### config.mk
export PLATFORM = sky130hd
export DESIGN_NAME = md_ctrl
export DESIGN_NICKNAME = d
export VERILOG_FILES = /design/src/rtl/md_pkg.sv /design/src/rtl/md_hilo.sv /design/src/rtl/md_ctrl.sv
export SDC_FILE = /design/constraint.sdc
export NUM_CORES = 1
export LEC_CHECK = 0
export ABC_AREA = 1
export CAP_MARGIN = 20
export CORE_UTILIZATION = 37
export CTS_BUF_LIST = sky130_fd_sc_hd__clkbuf_4
export CTS_CLUSTER_SIZE = 30
export DETAILED_ROUTE_END_ITERATION = 16
export PLACE_DENSITY = 0.84
export SLEW_MARGIN = 25
export SYNTH_ARGS = -nofsm -noshare
export SYNTH_HDL_FRONTEND = slang
export SYNTH_SLANG_ARGS = --single-unit
### constraint.sdc
create_clock -name clk -period 2.1 [get_ports clk]
set_clock_uncertainty 0.1 [all_clocks]
set_input_delay 0.525 -clock clk [delete_from_list [all_inputs] [get_ports clk]]
set_output_delay 0.525 -clock clk [all_outputs]
set_load 0.02 [all_outputs]
### src/rtl/md_pkg.sv
// md_pkg: shared encodings for the mult/div control slice.
// Holds the req_op opcode values and the controller state type.
package md_pkg;

    localparam logic [2:0] OP_MULT  = 3'd0;
    localparam logic [2:0] OP_MULTU = 3'd1;
    localparam logic [2:0] OP_DIV   = 3'd2;
    localparam logic [2:0] OP_DIVU  = 3'd3;
    localparam logic [2:0] OP_MFHI  = 3'd4;
    localparam logic [2:0] OP_MFLO  = 3'd5;
    localparam logic [2:0] OP_MTHI  = 3'd6;
    localparam logic [2:0] OP_MTLO  = 3'd7;

    typedef enum logic [1:0] {
        S_IDLE  = 2'd0,
        S_ISSUE = 2'd1,
        S_WAIT  = 2'd2
    } md_state_e;

    // true for DIV and DIVU
    function automatic logic is_div(input logic [2:0] op);
        return (op == OP_DIV) || (op == OP_DIVU);
    endfunction

endpackage

### src/rtl/md_hilo.sv
// md_hilo: architectural HI/LO register pair.
// Commit port (MultDiv result) and MT port (MTHI/MTLO) never coincide.
module md_hilo #(
    parameter int W = 32
) (
    input  logic         clk,
    input  logic         reset,
    input  logic         commit_en,
    input  logic [W-1:0] commit_hi,
    input  logic [W-1:0] commit_lo,
    input  logic         mt_hi_en,
    input  logic         mt_lo_en,
    input  logic [W-1:0] mt_data,
    output logic [W-1:0] hi,
    output logic [W-1:0] lo
);

    // HI/LO storage; commit has priority though both are never active together
    always_ff @(posedge clk or posedge reset) begin
        if (reset) begin
            hi <= '0;
            lo <= '0;
        end else if (commit_en) begin
            hi <= commit_hi;
            lo <= commit_lo;
        end else begin
            if (mt_hi_en) hi <= mt_data;
            if (mt_lo_en) lo <= mt_data;
        end
    end

endmodule

### src/rtl/md_ctrl.sv
// md_ctrl: issues mult/div ops to MultDiv, stalls the pipe, owns HI/LO.
// Optional divide-by-zero guard: define MD_CTRL_DIV0_GUARD_EN.
module md_ctrl
    import md_pkg::*;
#(
    parameter int W = 32
) (
    input  logic         clk,
    input  logic         reset,
    input  logic         req_valid,
    input  logic [2:0]   req_op,
    input  logic [W-1:0] rs_val,
    input  logic [W-1:0] rt_val,
    input  logic         cancel,
    output logic         stall,
    output logic [W-1:0] rd_data,
    output logic         md_start,
    output logic [1:0]   md_op,
    output logic [W-1:0] md_a,
    output logic [W-1:0] md_b,
    input  logic         md_busy,
    input  logic [W-1:0] md_hi,
    input  logic [W-1:0] md_lo,
    output logic         div0
);

    md_state_e    state;
    logic         idle;
    logic         live;
    logic         dz;
    logic         issue;
    logic         commit;
    logic [W-1:0] hi;
    logic [W-1:0] lo;

    assign idle = (state == S_IDLE);
    assign live = idle & req_valid & ~cancel & ~reset;

`ifdef MD_CTRL_DIV0_GUARD_EN
    assign dz = live & is_div(req_op) & (rt_val == '0);
`else
    assign dz = 1'b0;
`endif

    assign issue    = live & ~req_op[2] & ~dz;
    assign commit   = (state == S_WAIT) & ~md_busy;
    assign md_start = issue;
    assign md_op    = req_op[1:0];
    assign md_a     = rs_val;
    assign md_b     = rt_val;
    assign stall    = req_valid & ~idle & ~reset;
    assign div0     = dz;

    // controller FSM: IDLE -> ISSUE -> WAIT -> IDLE once MultDiv drops busy
    always_ff @(posedge clk or posedge reset) begin
        if (reset) begin
            state <= S_IDLE;
        end else begin
            unique case (state)
                S_IDLE:  if (issue) state <= S_ISSUE;
                S_ISSUE: state <= S_WAIT;
                S_WAIT:  if (!md_busy) state <= S_IDLE;
                default: state <= S_IDLE;
            endcase
        end
    end

    md_hilo #(.W(W)) u_hilo (
        .clk       (clk),
        .reset     (reset),
        .commit_en (commit),
        .commit_hi (md_hi),
        .commit_lo (md_lo),
        .mt_hi_en  (live & (req_op == OP_MTHI)),
        .mt_lo_en  (live & (req_op == OP_MTLO)),
        .mt_data   (rs_val),
        .hi        (hi),
        .lo        (lo)
    );

    // MFHI/MFLO read mux, zero for every other request
    always_comb begin
        rd_data = '0;
        if (req_valid && req_op == OP_MFHI) rd_data = hi;
        else if (req_valid && req_op == OP_MFLO) rd_data = lo;
    end

endmodule
==> flow_summary.json, run 1 <==
{
  "clk_pin_slew_ns": 0.11,
  "hold_class": "input pin to asynchronous set/reset pin",
  "leakagePower_nw": 3.37,
  "ctsHoldBuffers": 0,
  "grt_pass1_wl_um": 23100,
  "die_x_um": 113,
  "synthAdderAreaFrac_pct": 0,
  "cp_max_fo": 5,
  "pre_cts_ws_ns": -0.824,
  "placementRows": 40,
  "yosys.area_share.simple_pct": 45.3,
  "rsz0062_at_grt": "yes",
  "switchingPower_w": 0.00126,
  "critPathLaunch": "req_valid",
  "synthDistinctLibCells": 17,
  "clock_path_buffers": 2,
  "clk_latency_ns": 0.40,
  "post_dp_cell_area_um2": 6190,
  "dp.cells": 908,
  "die_h_um": 113,
  "status": "finished with violations",
  "slew_viol_final": 0,
  "via_per_inst": 5.08,
  "cp-start-kind": "input pin",
  "hold_violations": 0,
  "drc": 0,
  "crit-reg2reg-launch": "state[0]",
  "wire_per_inst_um": 15.1,
  "clkPwrFrac_pct": 18.8,
  "final_common_cell": "nand2_1",
  "ys_seq_area_share_pct": 36.5,
  "cts_buffers": 9,
  "violations": "setup timing",
  "timing.setup.tns_ns": -0.0675,
  "clock-sinks": 66,
  "io_pins": 237,
  "p_seq_share_pct": 49.7,
  "syn_nets": 793,
  "crit_required_ns": 1.47,
  "synthCells": 657,
  "synth.area.mux_share_pct": 0,
  "switching_share_pct": 33.4,
  "ys_warn_count": 0,
  "finalInstanceArea_um2": 6490,
  "grt_pass1_vias": 4684,
  "dp_hpwl_um": 9150,
  "gr-usage-met3_pct": 2.81,
  "grt_busiest_layer": "met2",
  "layout_common_cells": "nand2_1 (255), nand3_1 (188), clkdlybuf4s50_1 (98), dfrtp_1 (66), buf_4 (50)",
  "fin_nets": 922,
  "numPortBuffers": 171,
  "antenna_found_initial": 1,
  "slew_headroom_pct": 65.8,
  "clock-root-buffer": "clkbuf_4",
  "use_met2_pct": 39.9,
  "p_comb_share_pct": 31.5,
  "cts_max_level": 3,
  "grt_use_met1_pct": 28.9,
  "synth-seq-cells": 66,
  "min_period_over_period_pct": 103,
  "max_freq_mhz": 463,
  "die_area_um2": 12700,
  "final_layout_size_suffix_gt1_share_pct": 17.6,
  "grt_max_degree": 68,
  "area_growth_pct": 43.4,
  "pwr_density_cell_nw_per_um2": 582,
  "worst_pin_slew_ns": 0.514,
  "place.gp.congestion": 0.794,
  "worst_hold_slack_ns": 0.265,
  "crit_type": "input pin to output pin",
  "cts_tree": "yes",
  "synth_compound_area_share_pct": 0.111,
  "peakVddDrop_v": 0.000266,
  "detail-route-antenna-nets": 0,
  "max_cap_viol_count": 0,
  "first_pass_iters": 5,
  "start_util_pct": 37.9,
  "syn-cell-area_um2": 4530,
  "worst_slack_ns": -0.0613,
  "drtIter0Drc": 268,
  "synth_top_family_by_area": "simple AND/OR/NAND/NOR gates",
  "final-setup-viol-count": 2,
  "grt_use_total_pct": 23.0,
  "drt_wl_total_um": 14100,
  "syn_area_per_cell_um2": 6.89,
  "gr-total-overflow": 0,
  "fp.coreArea_um2": 12000,
  "crit_arrival_ns": 1.54,
  "synthXorXnorAreaFrac_pct": 0,
  "internal_power_w": 0.00251,
  "vias": 4773,
  "critPathCaptureType": "output pin",
  "fin_crit_ns": 2.16,
  "fin_cells": 939
}
## through the flow
step / power, W / util [%]
after CTS: 0.00379 / 53.8
after detailed placement: 0.00306 / 51.7
after global placement: 0.00304 / 51.7
after global routing: 0.00403 / 54.3
after floorplan: 0.00262 / -
final: 0.00378 / 54.3
## flip-flops by register name, indices dropped and copies added (netlist names)
register and cells:
state 2, u_hilo.hi 32, u_hilo.lo 32
## final cells by class
| type | instances | area (µm²) |
|---|---|---|
| diodes | 1 | 2.50 |
| clock buffers | 11 | 82.6 |
| clock inverters | 5 | 21.3 |
| fillers | 1145 | 5470 |
| inverters | 5 | 22.5 |
| multi-input cells | 470 | 2120 |
| flip-flops and latches | 66 | 1650 |
| well taps | 147 | 184 |
| repair buffers | 234 | 2410 |
## cell usage after synthesis
| master | instances | area (µm²) |
|---|---|---|
| o21ai_0 | 1 | 5.00 |
| inv_1 | 2 | 7.51 |
| nand2_4 | 3 | 33.8 |
| buf_1 | 2 | 7.51 |
| nor2_1 | 5 | 18.8 |
| buf_2 | 24 | 120 |
| nand3_2 | 2 | 20.0 |
| clkbuf_1 | 8 | 30.0 |
| nand2_1 | 261 | 980 |
| buf_6 | 6 | 67.6 |
| buf_4 | 76 | 571 |
| nor2_4 | 2 | 22.5 |
| inv_2 | 3 | 11.3 |
| nor2_2 | 2 | 12.5 |
| nand3_1 | 193 | 966 |
| conb_1 | 1 | 3.75 |
| dfrtp_1 | 66 | 1650 |
## metal layers
layer  part of all wire (%)  up-vias
met5                      0        -
met4                    1.8        0
met3                    6.9       28
met2                     50      222
met1                     41     2193
li1                       -     2330
## final timing paths
kind | endpoint | slack (ns) | depth (start not counted)
max | rd_data[14] | -0.06 | 10
min | u_hilo.lo[29] | 0.27 | 4
max reg2reg | u_hilo.hi[1] | 0.16 | 8
min reg2reg | u_hilo.lo[2] | 0.41 | 2
max in group asynchronous | u_hilo.hi[19] | 1.31 | 4
min in group clk | state[0] | 0.31 | 3
## repair_timing
action | CTS | global route
cloned | 5 | 0
gates resized for setup | 223 | 36
setup endpoints to repair | 68 | 67
endpoints found under the hold margin | 0 | 0
buffers inserted | 9 | 3
pin swaps | 2 | 12
## power by group through the flow
stage          logic [W]  registers, W  clock network (W)
2_1_floorplan   0.000795       0.00183                  0
3_3_place_gp     0.00114       0.00189                  0
3_5_place_dp     0.00117       0.00189                  0
4_1_cts          0.00119       0.00187           0.000729
5_1_grt          0.00133       0.00193           0.000774
6_report         0.00119       0.00188           0.000710
## kinds of logic after synthesis
logic type,count (synthesis)
other cells,1
simple gates,468
compound gates,1
flops,66
buf+inv,121
## worst max-delay path: stages
cell	delay, ns
buf_8	0.08
nand2_4	0.05
nor2_4	0.17
buf_6	0.15
buf_12	0.12
buf_16	0.11
buf_6	0.09
nand3_2	0.06
nand2_2	0.07
buf_6	0.11
(Power assumes the default switching activity.)
==> run 2: changes to the inputs <==
--- a/config.mk
+++ b/config.mk
@@ -12,7 +12,7 @@
 export CTS_CLUSTER_SIZE = 30
 export DETAILED_ROUTE_END_ITERATION = 16
 export PLACE_DENSITY = 0.84
-export SLEW_MARGIN = 25
+export SLEW_MARGIN = 5
 export SYNTH_ARGS = -nofsm -noshare
 export SYNTH_HDL_FRONTEND = slang
 export SYNTH_SLANG_ARGS = --single-unit
==> results of run 2 <==
Same layout as run 1: the final DEF is identical, and so are final timing and power.
==> run 3: changes to the inputs <==
--- a/config.mk
+++ b/config.mk
@@ -11,7 +11,7 @@
 export CTS_BUF_LIST = sky130_fd_sc_hd__clkbuf_4
 export CTS_CLUSTER_SIZE = 30
 export DETAILED_ROUTE_END_ITERATION = 16
-export PLACE_DENSITY = 0.84
+export PLACE_DENSITY = 0.8
 export SLEW_MARGIN = 5
 export SYNTH_ARGS = -nofsm -noshare
 export SYNTH_HDL_FRONTEND = slang
==> run 3 against run 2 <==
Net effect:
- the run still ends with setup timing left
- cell area grew 4.5%
- core utilization grew 2.5 points
- total power grew 6.0%
- die area is the same
- via count grew 1.8%
- worst setup slack gained 0.023 ns
- final cell count grew 0.75%
- sequential power is essentially flat
- count of clock-buffer cells in the layout shrank 2
- register-to-register slack gained 0.04 ns
- global-route usage grew 0.72 points
- critical endpoint is now rd_data[7]
==> flow_summary.json, run 3 (synthesis results as in run 1) <==
{
  "status": "finished with violations",
  "violations": "setup timing",
  "clock-root-buffer": "clkbuf_4",
  "dp_hpwl_um": 9480,
  "numPortBuffers": 171,
  "clk_pin_slew_ns": 0.12,
  "pwr_density_cell_nw_per_um2": 590,
  "peakVddDrop_v": 0.000290,
  "critPathCaptureType": "output pin",
  "vias": 4858,
  "drt_wl_total_um": 14700,
  "drtIter0Drc": 382,
  "hold_class": "input pin to flop",
  "area_growth_pct": 49.9,
  "multi_input_area_um2": 2250,
  "regArea_um2": 1650,
  "clock_path_buffers": 2,
  "io_pins": 237,
  "post_dp_cell_area_um2": 6190,
  "layout_common_cells": "nand2_1 (246), nand3_1 (172), clkdlybuf4s50_1 (100), dfrtp_1 (66), buf_4 (48)",
  "fin_cells": 946,
  "fin_crit_ns": 2.14,
  "detail-route-antenna-nets": 0,
  "clock-sinks": 66,
  "fp.coreArea_um2": 12000,
  "cts_buffers": 9,
  "cp_max_fo": 4,
  "grt_pass1_wl_um": 23700,
  "final-setup-viol-count": 9,
  "placementRows": 40,
  "max_freq_mhz": 468,
  "final_common_cell": "nand2_1",
  "fill_cells": 1057,
  "crit_required_ns": 1.47,
  "antenna_found_initial": 1,
  "grt_max_degree": 68,
  "min_period_over_period_pct": 102,
  "cp-start-kind": "input pin",
  "drc": 0,
  "worst_pin_slew_ns": 0.529,
  "cts_tree": "yes",
  "first_pass_iters": 5,
  "rsz0062_at_grt": "yes",
  "power_w": 0.00400,
  "hold_violations": 0,
  "grt_use_total_pct": 23.8,
  "slew_headroom_pct": 64.7,
  "ctsHoldBuffers": 0,
  "dp.cells": 912,
  "die_area_um2": 12700,
  "timing.setup.tns_ns": -0.206,
  "via_per_inst": 5.14,
  "start_util_pct": 37.9,
  "slew_viol_final": 0,
  "crit_path_max_incr_delay_ns": 0.12,
  "wire_per_inst_um": 15.5,
  "crit_arrival_ns": 1.51,
  "final_layout_size_suffix_gt1_share_pct": 21.7,
  "place.gp.congestion": 0.777,
  "cts_max_level": 3,
  "top_regs": "u_hilo.hi x32, u_hilo.lo x32, state x2",
  "die_h_um": 113,
  "max_cap_viol_count": 0,
  "leakagePower_nw": 3.41,
  "crit_type": "input pin to output pin",
  "grt_pass1_vias": 4710,
  "die_x_um": 113,
  "finalInstanceArea_um2": 6790,
  "worst_slack_ns": -0.0386,
  "clk_latency_ns": 0.40,
  "cp_cell_sequence": "buf_8 -> nand2_4 -> nor2_4 -> buf_6 -> buf_6 -> buf_12 -> buf_16 -> nand3_2 -> nand2_2 -> buf_6",
  "fin_nets": 929,
  "cpMaxStageDelayCell": "buf_6",
  "path_common_cell": "buf_6",
  "gr-total-overflow": 0
}
==> run 3: cell count changes in the layout (fill, tap and decap cells not counted), moves of 2 or more <==
cell	delta
buf_4	-2
clkinvlp_4	+3
nand3_1	-16
buf_6	+5
buf_12	-2
nand3_2	+13
buf_16	+4
nand2_1	-9
nand2_2	+8
clkinv_1	-2
clkdlybuf4s50_1	+2
nand3_4	+3
clkbuf_4	-2
==> run 3: worst max-delay path, delay by kind of cell <==
family                 cells  cell delay (ns)
buffers and inverters      6             0.67
AND/OR/NAND/NOR            4             0.32
==> run 3: layer usage <==
layer	part of all wire, %	vias up	track usage [%]	routed length [µm]
li1	-	2338	-	-
met1	44	2256	31.9	6410
met2	47	227	38.0	6860
met3	6.8	37	3.51	1010
met4	2.8	0	10.5	405
met5	0	-	0	0
==> run 3: area by class of cell <==
class	instances	area share (%)
Timing Repair Buffer	241	37.4
Multi-Input combinational cell	470	33.1
Sequential cell	66	24.3
Tap cell	147	2.71
Clock inverter	7	1.03
Clock buffer	9	0.995
Inverter	5	0.332
Antenna cell	1	0.0369
==> run 3: report_power, final <==
group | total, W | switching (W) | leakage, nW | internal (W)
logic | 0.00124 | 0.000607 | 2.52 | 0.000637
clock network | 0.000848 | 0.000490 | 0.0656 | 0.000358
registers | 0.00191 | 0.000261 | 0.826 | 0.00165
==> run 3: metrics by stage <==
step | setup WS [ns] | hold slack (ns) | util [%]
3_5_place_dp | -0.762 | 0.394 | 51.8
2_1_floorplan | 0.197 | 0.368 | -
4_1_cts | -0.0356 | 0.264 | 56.0
3_3_place_gp | -0.732 | 0.387 | 51.8
5_1_grt | -0.0834 | 0.396 | 56.8
6_report | -0.0386 | 0.406 | 56.8
==> run 3: worst paths after layout <==
path                            depth (start not counted)  startpoint  slack [ns]            end
worst min-delay path                                    4   req_op[2]        0.41       state[0]
max in group asynchronous                               4       reset        0.98   u_hilo.lo[7]
worst max-delay path                                   10   req_op[2]       -0.04     rd_data[7]
min in group asynchronous                               4       reset        0.55  u_hilo.lo[28]
worst max register to register                          8    state[0]        0.20   u_hilo.hi[3]
worst min register to register                          1    state[1]        0.41       state[1]
==> run 3: repair_timing <==
item,4_1_cts,5_1_grt
pin swaps,19,12
buffers inserted,11,1
gates resized for setup,260,35
gates cloned,8,0
setup endpoints to repair,68,50
==> variant 1, RTL diff (flow settings as in run 3) <==
Encoding of `md_state_e`: now one-hot (3 bits for 3 states).
--- a/src/rtl/md_pkg.sv
+++ b/src/rtl/md_pkg.sv
@@ -11,10 +11,10 @@
     localparam logic [2:0] OP_MTHI  = 3'd6;
     localparam logic [2:0] OP_MTLO  = 3'd7;
 
-    typedef enum logic [1:0] {
-        S_IDLE  = 2'd0,
-        S_ISSUE = 2'd1,
-        S_WAIT  = 2'd2
+    typedef enum logic [2:0] {
+        S_IDLE  = 3'b001,
+        S_ISSUE = 3'b010,
+        S_WAIT  = 3'b100
     } md_state_e;
 
     // true for DIV and DIVU
Formal check against the unedited RTL: no difference found for any inputs over 10 cycles, from zero or initial values and one cycle with reset high; not proved beyond that.
==> variant 1 against run 3 <==
The flow still finishes with violations (negative setup slack). Wire length up 3.2%. Combinational power up 40%. Worst setup slack worse by 0.029 ns. Register-to-register slack worse by 0.04 ns. Die area up 2.4%. Via count up 3.8%. Sequential cell count up 1. Utilization up 0.16 points. Highest routed layer unchanged. Hold slack worse by 0.084 ns. Total power up 21%. Synthesized area up 2.4%. Cell area up 1.5%.
==> variant 1: results (changes against run 3) <==
{| class="wikitable"
! Metric !! Value
|-
| First-pass GRT wire length || 24,400 µm (was 23,700 µm)
|-
| Largest registers || u_hilo.hi: 32 flops, u_hilo.lo: 32 flops, state: 3 flops (was u_hilo.hi: 32 flops, u_hilo.lo: 32 flops, state: 2 flops)
|-
| Worst slew margin relative to its limit || 0.664 (was 0.647)
|-
| Total of endpoints with negative setup slack in the final report || 2 (was 9)
|-
| Post-synth top cells || sky130_fd_sc_hd__nand2_1, sky130_fd_sc_hd__nand3_1, sky130_fd_sc_hd__buf_4, sky130_fd_sc_hd__dfrtp_1, sky130_fd_sc_hd__nand4_1 (was sky130_fd_sc_hd__nand2_1, sky130_fd_sc_hd__nand3_1, sky130_fd_sc_hd__buf_4, sky130_fd_sc_hd__dfrtp_1, sky130_fd_sc_hd__buf_2)
|-
| Final weighted congestion of routability-driven global placement || 0.793 (was 0.777)
|-
| Leading post-synthesis cells by cell area || sky130_fd_sc_hd__dfrtp_1, sky130_fd_sc_hd__nand2_1, sky130_fd_sc_hd__nand3_1, sky130_fd_sc_hd__buf_4, sky130_fd_sc_hd__nand4_1 (was sky130_fd_sc_hd__dfrtp_1, sky130_fd_sc_hd__nand2_1, sky130_fd_sc_hd__nand3_1, sky130_fd_sc_hd__buf_4, sky130_fd_sc_hd__buf_2)
|-
| Launch point of the worst path || state[0]$_DFFE_PP1P_ (was req_op[2])
|-
| Multi-input gate share of the layout cell area || 0.345 (was 0.331)
|-
| Met2 wire length || 7570 µm (was 6860 µm)
|-
| Hold endpoint || state[1]$_DFFE_PP0P_ (was state[0]$_DFFE_PP0P_)
|-
| Sum of routed wire segments on met1 || 5980 µm (was 6410 µm)
|-
| Fin nets || 936 (was 929)
|-
| Number of cells on the worst hold path || 3 (was 4)
|-
| Layout cells sized above 1 || 0.224 (was 0.217)
|-
| Post-Synthesis Net Count || 805 (was 793)
|-
| Worst slack after detailed placement || -0.771 ns (was -0.762 ns)
|-
| Result of the run || finished, violations left (unchanged)
|-
| Fill cell instance count of the final layout || 1,161 (was 1,057)
|-
| Initial antenna violation count || 0 (was 1)
|-
| Global Route Usage Sum || 0.238 (about the same)
|-
| Leak Pwr || 3.45 nW (was 3.41 nW)
|-
| RR Endpoint || u_hilo.lo[10]$_DFFE_PP0P_ (was u_hilo.hi[3]$_DFFE_PP0P_)
|-
| Failing checks || negative setup slack (unchanged)
|-
| Number of unique standard cell types used by synthesis || 21 (was 17)
|-
| Share of the yosys chip area belonging to registers || 0.362 (was 0.365)
|-
| Fin worst setup slack || -0.0678 ns (was -0.0386 ns)
|-
| Diodes inserted || 0 (was 1)
|-
| Count of non-CTS buffers in the layout || 244 (was 241)
|-
| First DRT Iteration DRCs || 292 (was 382)
|-
| Total via count in the routed design || 5,044 (was 4,858)
|-
| Fraction of power spent switching nets || 0.356 (was 0.339)
|}
variant 1: cell types whose count changed after synthesis, moves of 3 or more:
| cell | delta |
|---|---|
| sky130_fd_sc_hd__buf_1 | +3 |
| sky130_fd_sc_hd__buf_2 | -4 |
| sky130_fd_sc_hd__buf_4 | -8 |
| sky130_fd_sc_hd__clkbuf_1 | +17 |
| sky130_fd_sc_hd__nand2_4 | -3 |
| sky130_fd_sc_hd__nand3_1 | -62 |
| sky130_fd_sc_hd__nand4_1 | +64 |
variant 1: cell families (layout without fill, tap and decap cells):
kind of cell,Yosys count,in the layout,share of synthesized area
buffers and inverters,130,266,0.175
other,1,1,0.000809
flip-flops,67,67,0.362
AND/OR/NAND/NOR,470,470,0.460
AO/OA/AOI/OAI,1,1,0.00162
variant 1: timing repair:
action                                  in CTS  in global routing
endpoints found under the setup margin      70                 86
hold buffers                                 0                  0
resized for setup                          206                 61
buffers inserted                             8                  2
pin swaps                                    4                 15
gates cloned                                 5                  1
variant 1: critical path: cells and delay by family (launching register included):
family	cells	cell delay, ns
AND/OR/NAND/NOR	2	0.27
buffers and inverters	3	0.32
flip-flops	1	0.56
variant 1: through the flow:
| step | TNS [ns] | power (mW) | std cells | hold slack (ns) | cell area (µm²) |
|---|---|---|---|---|---|
| floorplan | -28.29 | 3.23 | 669 | 0.376 | 4680 |
| global placement | -39.40 | 3.78 | 944 | 0.388 | 6430 |
| detailed placement | -40.44 | 3.84 | 944 | 0.394 | 6430 |
| CTS | -0.227 | 4.76 | 972 | 0.295 | 6780 |
| global route | -0.496 | 5.18 | 973 | 0.288 | 6890 |
| finish | -0.123 | 4.83 | 973 | 0.322 | 6890 |
variant 1: metal layers:
layer	global-route usage	up-vias
li1	-	2436
met1	0.281	2318
met2	0.417	243
met3	0.0531	47
met4	0.0987	0
met5	0	-
==> variant 2, RTL diff (settings of run 3) <==
Without the edit above. Add a define of `MD_CTRL_DIV0_GUARD_EN`.
--- a/src/rtl/md_ctrl.sv
+++ b/src/rtl/md_ctrl.sv
@@ -1,5 +1,7 @@
 // md_ctrl: issues mult/div ops to MultDiv, stalls the pipe, owns HI/LO.
 // Optional divide-by-zero guard: define MD_CTRL_DIV0_GUARD_EN.
+`define MD_CTRL_DIV0_GUARD_EN
+
 module md_ctrl
     import md_pkg::*;
 #(
Formal check against the unedited RTL: not equivalent (a bounded check fails within 4 cycles, from zero or initial values and one cycle with reset high).
==> variant 2 against run 3 <==
The flow still finishes with violations (negative setup slack). Count of clock-buffer cells in the layout up 1. Sequential share of layout area decreased by 2.7 points. Combinational power rose by 88%. Synthesized cell count up 3.2%. First-iteration DRC count fell by 30%. Via count increased by 4.3%. Register-to-register slack better by 0.23 ns. Wire length rose by 0.80%. Cell area rose by 12%. Synthesized area up 2.0%. Worst setup slack got worse by 0.10 ns. Total power up 37%. Sequential cell count is the same. Largest power group is now combinational logic. Highest routed layer unchanged.
==> variant 2: results (changes against run 3) <==
{| class="wikitable"
! Metric !! Value
|-
| Total via count in the routed design || 5,065 (was 4,858)
|-
| First DRT Iteration DRCs || 269 (was 382)
|-
| Synthesized-area fraction occupied by ao, oa, aoi and oai cells || 0.0726 (was 0.00111)
|-
| Met3 track demand over resource in global routing || 0.0478 (was 0.0351)
|-
| Fin worst setup slack || -0.142 ns (was -0.0386 ns)
|-
| Number of unique standard cell types used by synthesis || 22 (was 17)
|-
| Diodes inserted || 0 (was 1)
|-
| Leak Pwr || 4.00 nW (was 3.41 nW)
|-
| Layout cells sized above 1 || 0.215 (was 0.217)
|-
| CTS clock-pin slew for the worst setup and hold paths || 0.09 ns (was 0.12 ns)
|-
| Final weighted congestion of routability-driven global placement || 0.769 (was 0.777)
|-
| Largest voltage drop on the vdd net || 0.000321 V (was 0.000290 V)
|-
| Post-synth top cells || sky130_fd_sc_hd__nand2_1, sky130_fd_sc_hd__nand3_1, sky130_fd_sc_hd__inv_1, sky130_fd_sc_hd__buf_4, sky130_fd_sc_hd__dfrtp_1 (was sky130_fd_sc_hd__nand2_1, sky130_fd_sc_hd__nand3_1, sky130_fd_sc_hd__buf_4, sky130_fd_sc_hd__dfrtp_1, sky130_fd_sc_hd__buf_2)
|-
| Initial antenna violation count || 0 (was 1)
|-
| Worst slack after detailed placement || -0.940 ns (was -0.762 ns)
|-
| GR met1 Demand/Resource || 0.260 (was 0.319)
|-
| Worst slew margin relative to its limit || 0.448 (was 0.647)
|-
| Placed cell area || 7100 µm² (was 6190 µm²)
|-
| Critical-path maximum fanout || 3 (was 4)
|-
| DR pass1 iterations || 4 (was 5)
|-
| Post-Synthesis Net Count || 814 (was 793)
|-
| Share of the yosys chip area belonging to registers || 0.358 (was 0.365)
|-
| Total of endpoints with negative setup slack in the final report || 2 (was 9)
|-
| Failing checks || negative setup slack (unchanged)
|-
| Number of cells on the worst hold path || 2 (was 4)
|-
| IO buf count || 236 (was 171)
|-
| Fin nets || 1,035 (was 929)
|-
| Result of the run || finished, violations left (unchanged)
|-
| Via count of the first global-routing pass || 4,917 (was 4,710)
|}
==> variant 2: stage by stage <==
stage | instances | total power [mW] | hold WS (ns) | TNS, ns | utilization
floorplan | 678 | 3.59 | 0.376 | -25.25 | -
global placement | 1040 | 4.40 | 0.390 | -38.93 | 0.587
detailed placement | 1040 | 4.49 | 0.395 | -41.42 | 0.587
CTS | 1071 | 5.45 | 0.420 | -0.319 | 0.616
global route | 1072 | 5.89 | 0.447 | -0.395 | 0.630
finish | 1072 | 5.47 | 0.413 | -0.260 | 0.630
==> variant 2: path summary, 6_finish.rpt <==
kind,start,end,slack [ns]
max,cancel,md_start,-0.14
max reg2reg,state[0]$_DFFE_PP0P_,u_hilo.lo[10]$_DFFE_PP0P_,0.43
min,u_hilo.hi[14]$_DFFE_PP0P_,u_hilo.hi[14]$_DFFE_PP0P_,0.41
max in group asynchronous,reset,u_hilo.hi[14]$_DFFE_PP0P_,0.79
min in group asynchronous,reset,u_hilo.lo[23]$_DFFE_PP0P_,0.56
min reg2reg,u_hilo.hi[14]$_DFFE_PP0P_,u_hilo.hi[14]$_DFFE_PP0P_,0.41
==> variant 2: logic make-up after synthesis <==
logic type | count (synthesis)
AOI/OAI and AO/OA | 67
buffers and inverters | 178
DFF | 66
and+or+nand+nor | 367
==> variant 2: repair_timing <==
item | 4_1_cts | 5_1_grt
setup endpoints to repair | 99 | 37
pin swaps | 31 | 24
gates cloned | 4 | 1
gates resized for setup | 284 | 52
buffers inserted | 12 | 1
hold buffers | 0 | 0
==> variant 2: report_power, final <==
group / leakage (nW) / internal (mW) / switching [mW]
Sequential: 0.826 / 1.85 / 0.349
Combinational: 3.09 / 1.11 / 1.22
Clock: 0.0838 / 0.489 / 0.462
Total: 4.00 / 3.44 / 2.03
==> variant 2: layer usage <==
| metal | vias to the layer above | share of wire |
|---|---|---|
| met2 | 195 | 0.52 |
| met4 | 0 | 0.020 |
| met3 | 20 | 0.073 |
| met1 | 2313 | 0.39 |
| met5 | - | 0 |
| li1 | 2537 | - |
==> variant 2: final cells by class <==
class                   count  area, µm²
clock inverters             6       81.3
fillers                  1143       4490
repair buffers            318       3190
inverters                  70        267
flip-flops and latches     66       1650
multi-input cells         434       2150
clock buffers              10       75.1
well taps                 168        210
==> variant 2: worst max-delay path, cell delays in order <==
cell                              delay, ns
sky130_fd_sc_hd__clkdlybuf4s50_1       0.47
sky130_fd_sc_hd__inv_2                 0.04
sky130_fd_sc_hd__nand2_2               0.07
sky130_fd_sc_hd__nor2_4                0.04
sky130_fd_sc_hd__nand2_2               0.08
sky130_fd_sc_hd__nor2_4                0.04
sky130_fd_sc_hd__buf_6                 0.11
sky130_fd_sc_hd__a21oi_4               0.12
sky130_fd_sc_hd__buf_6                 0.13
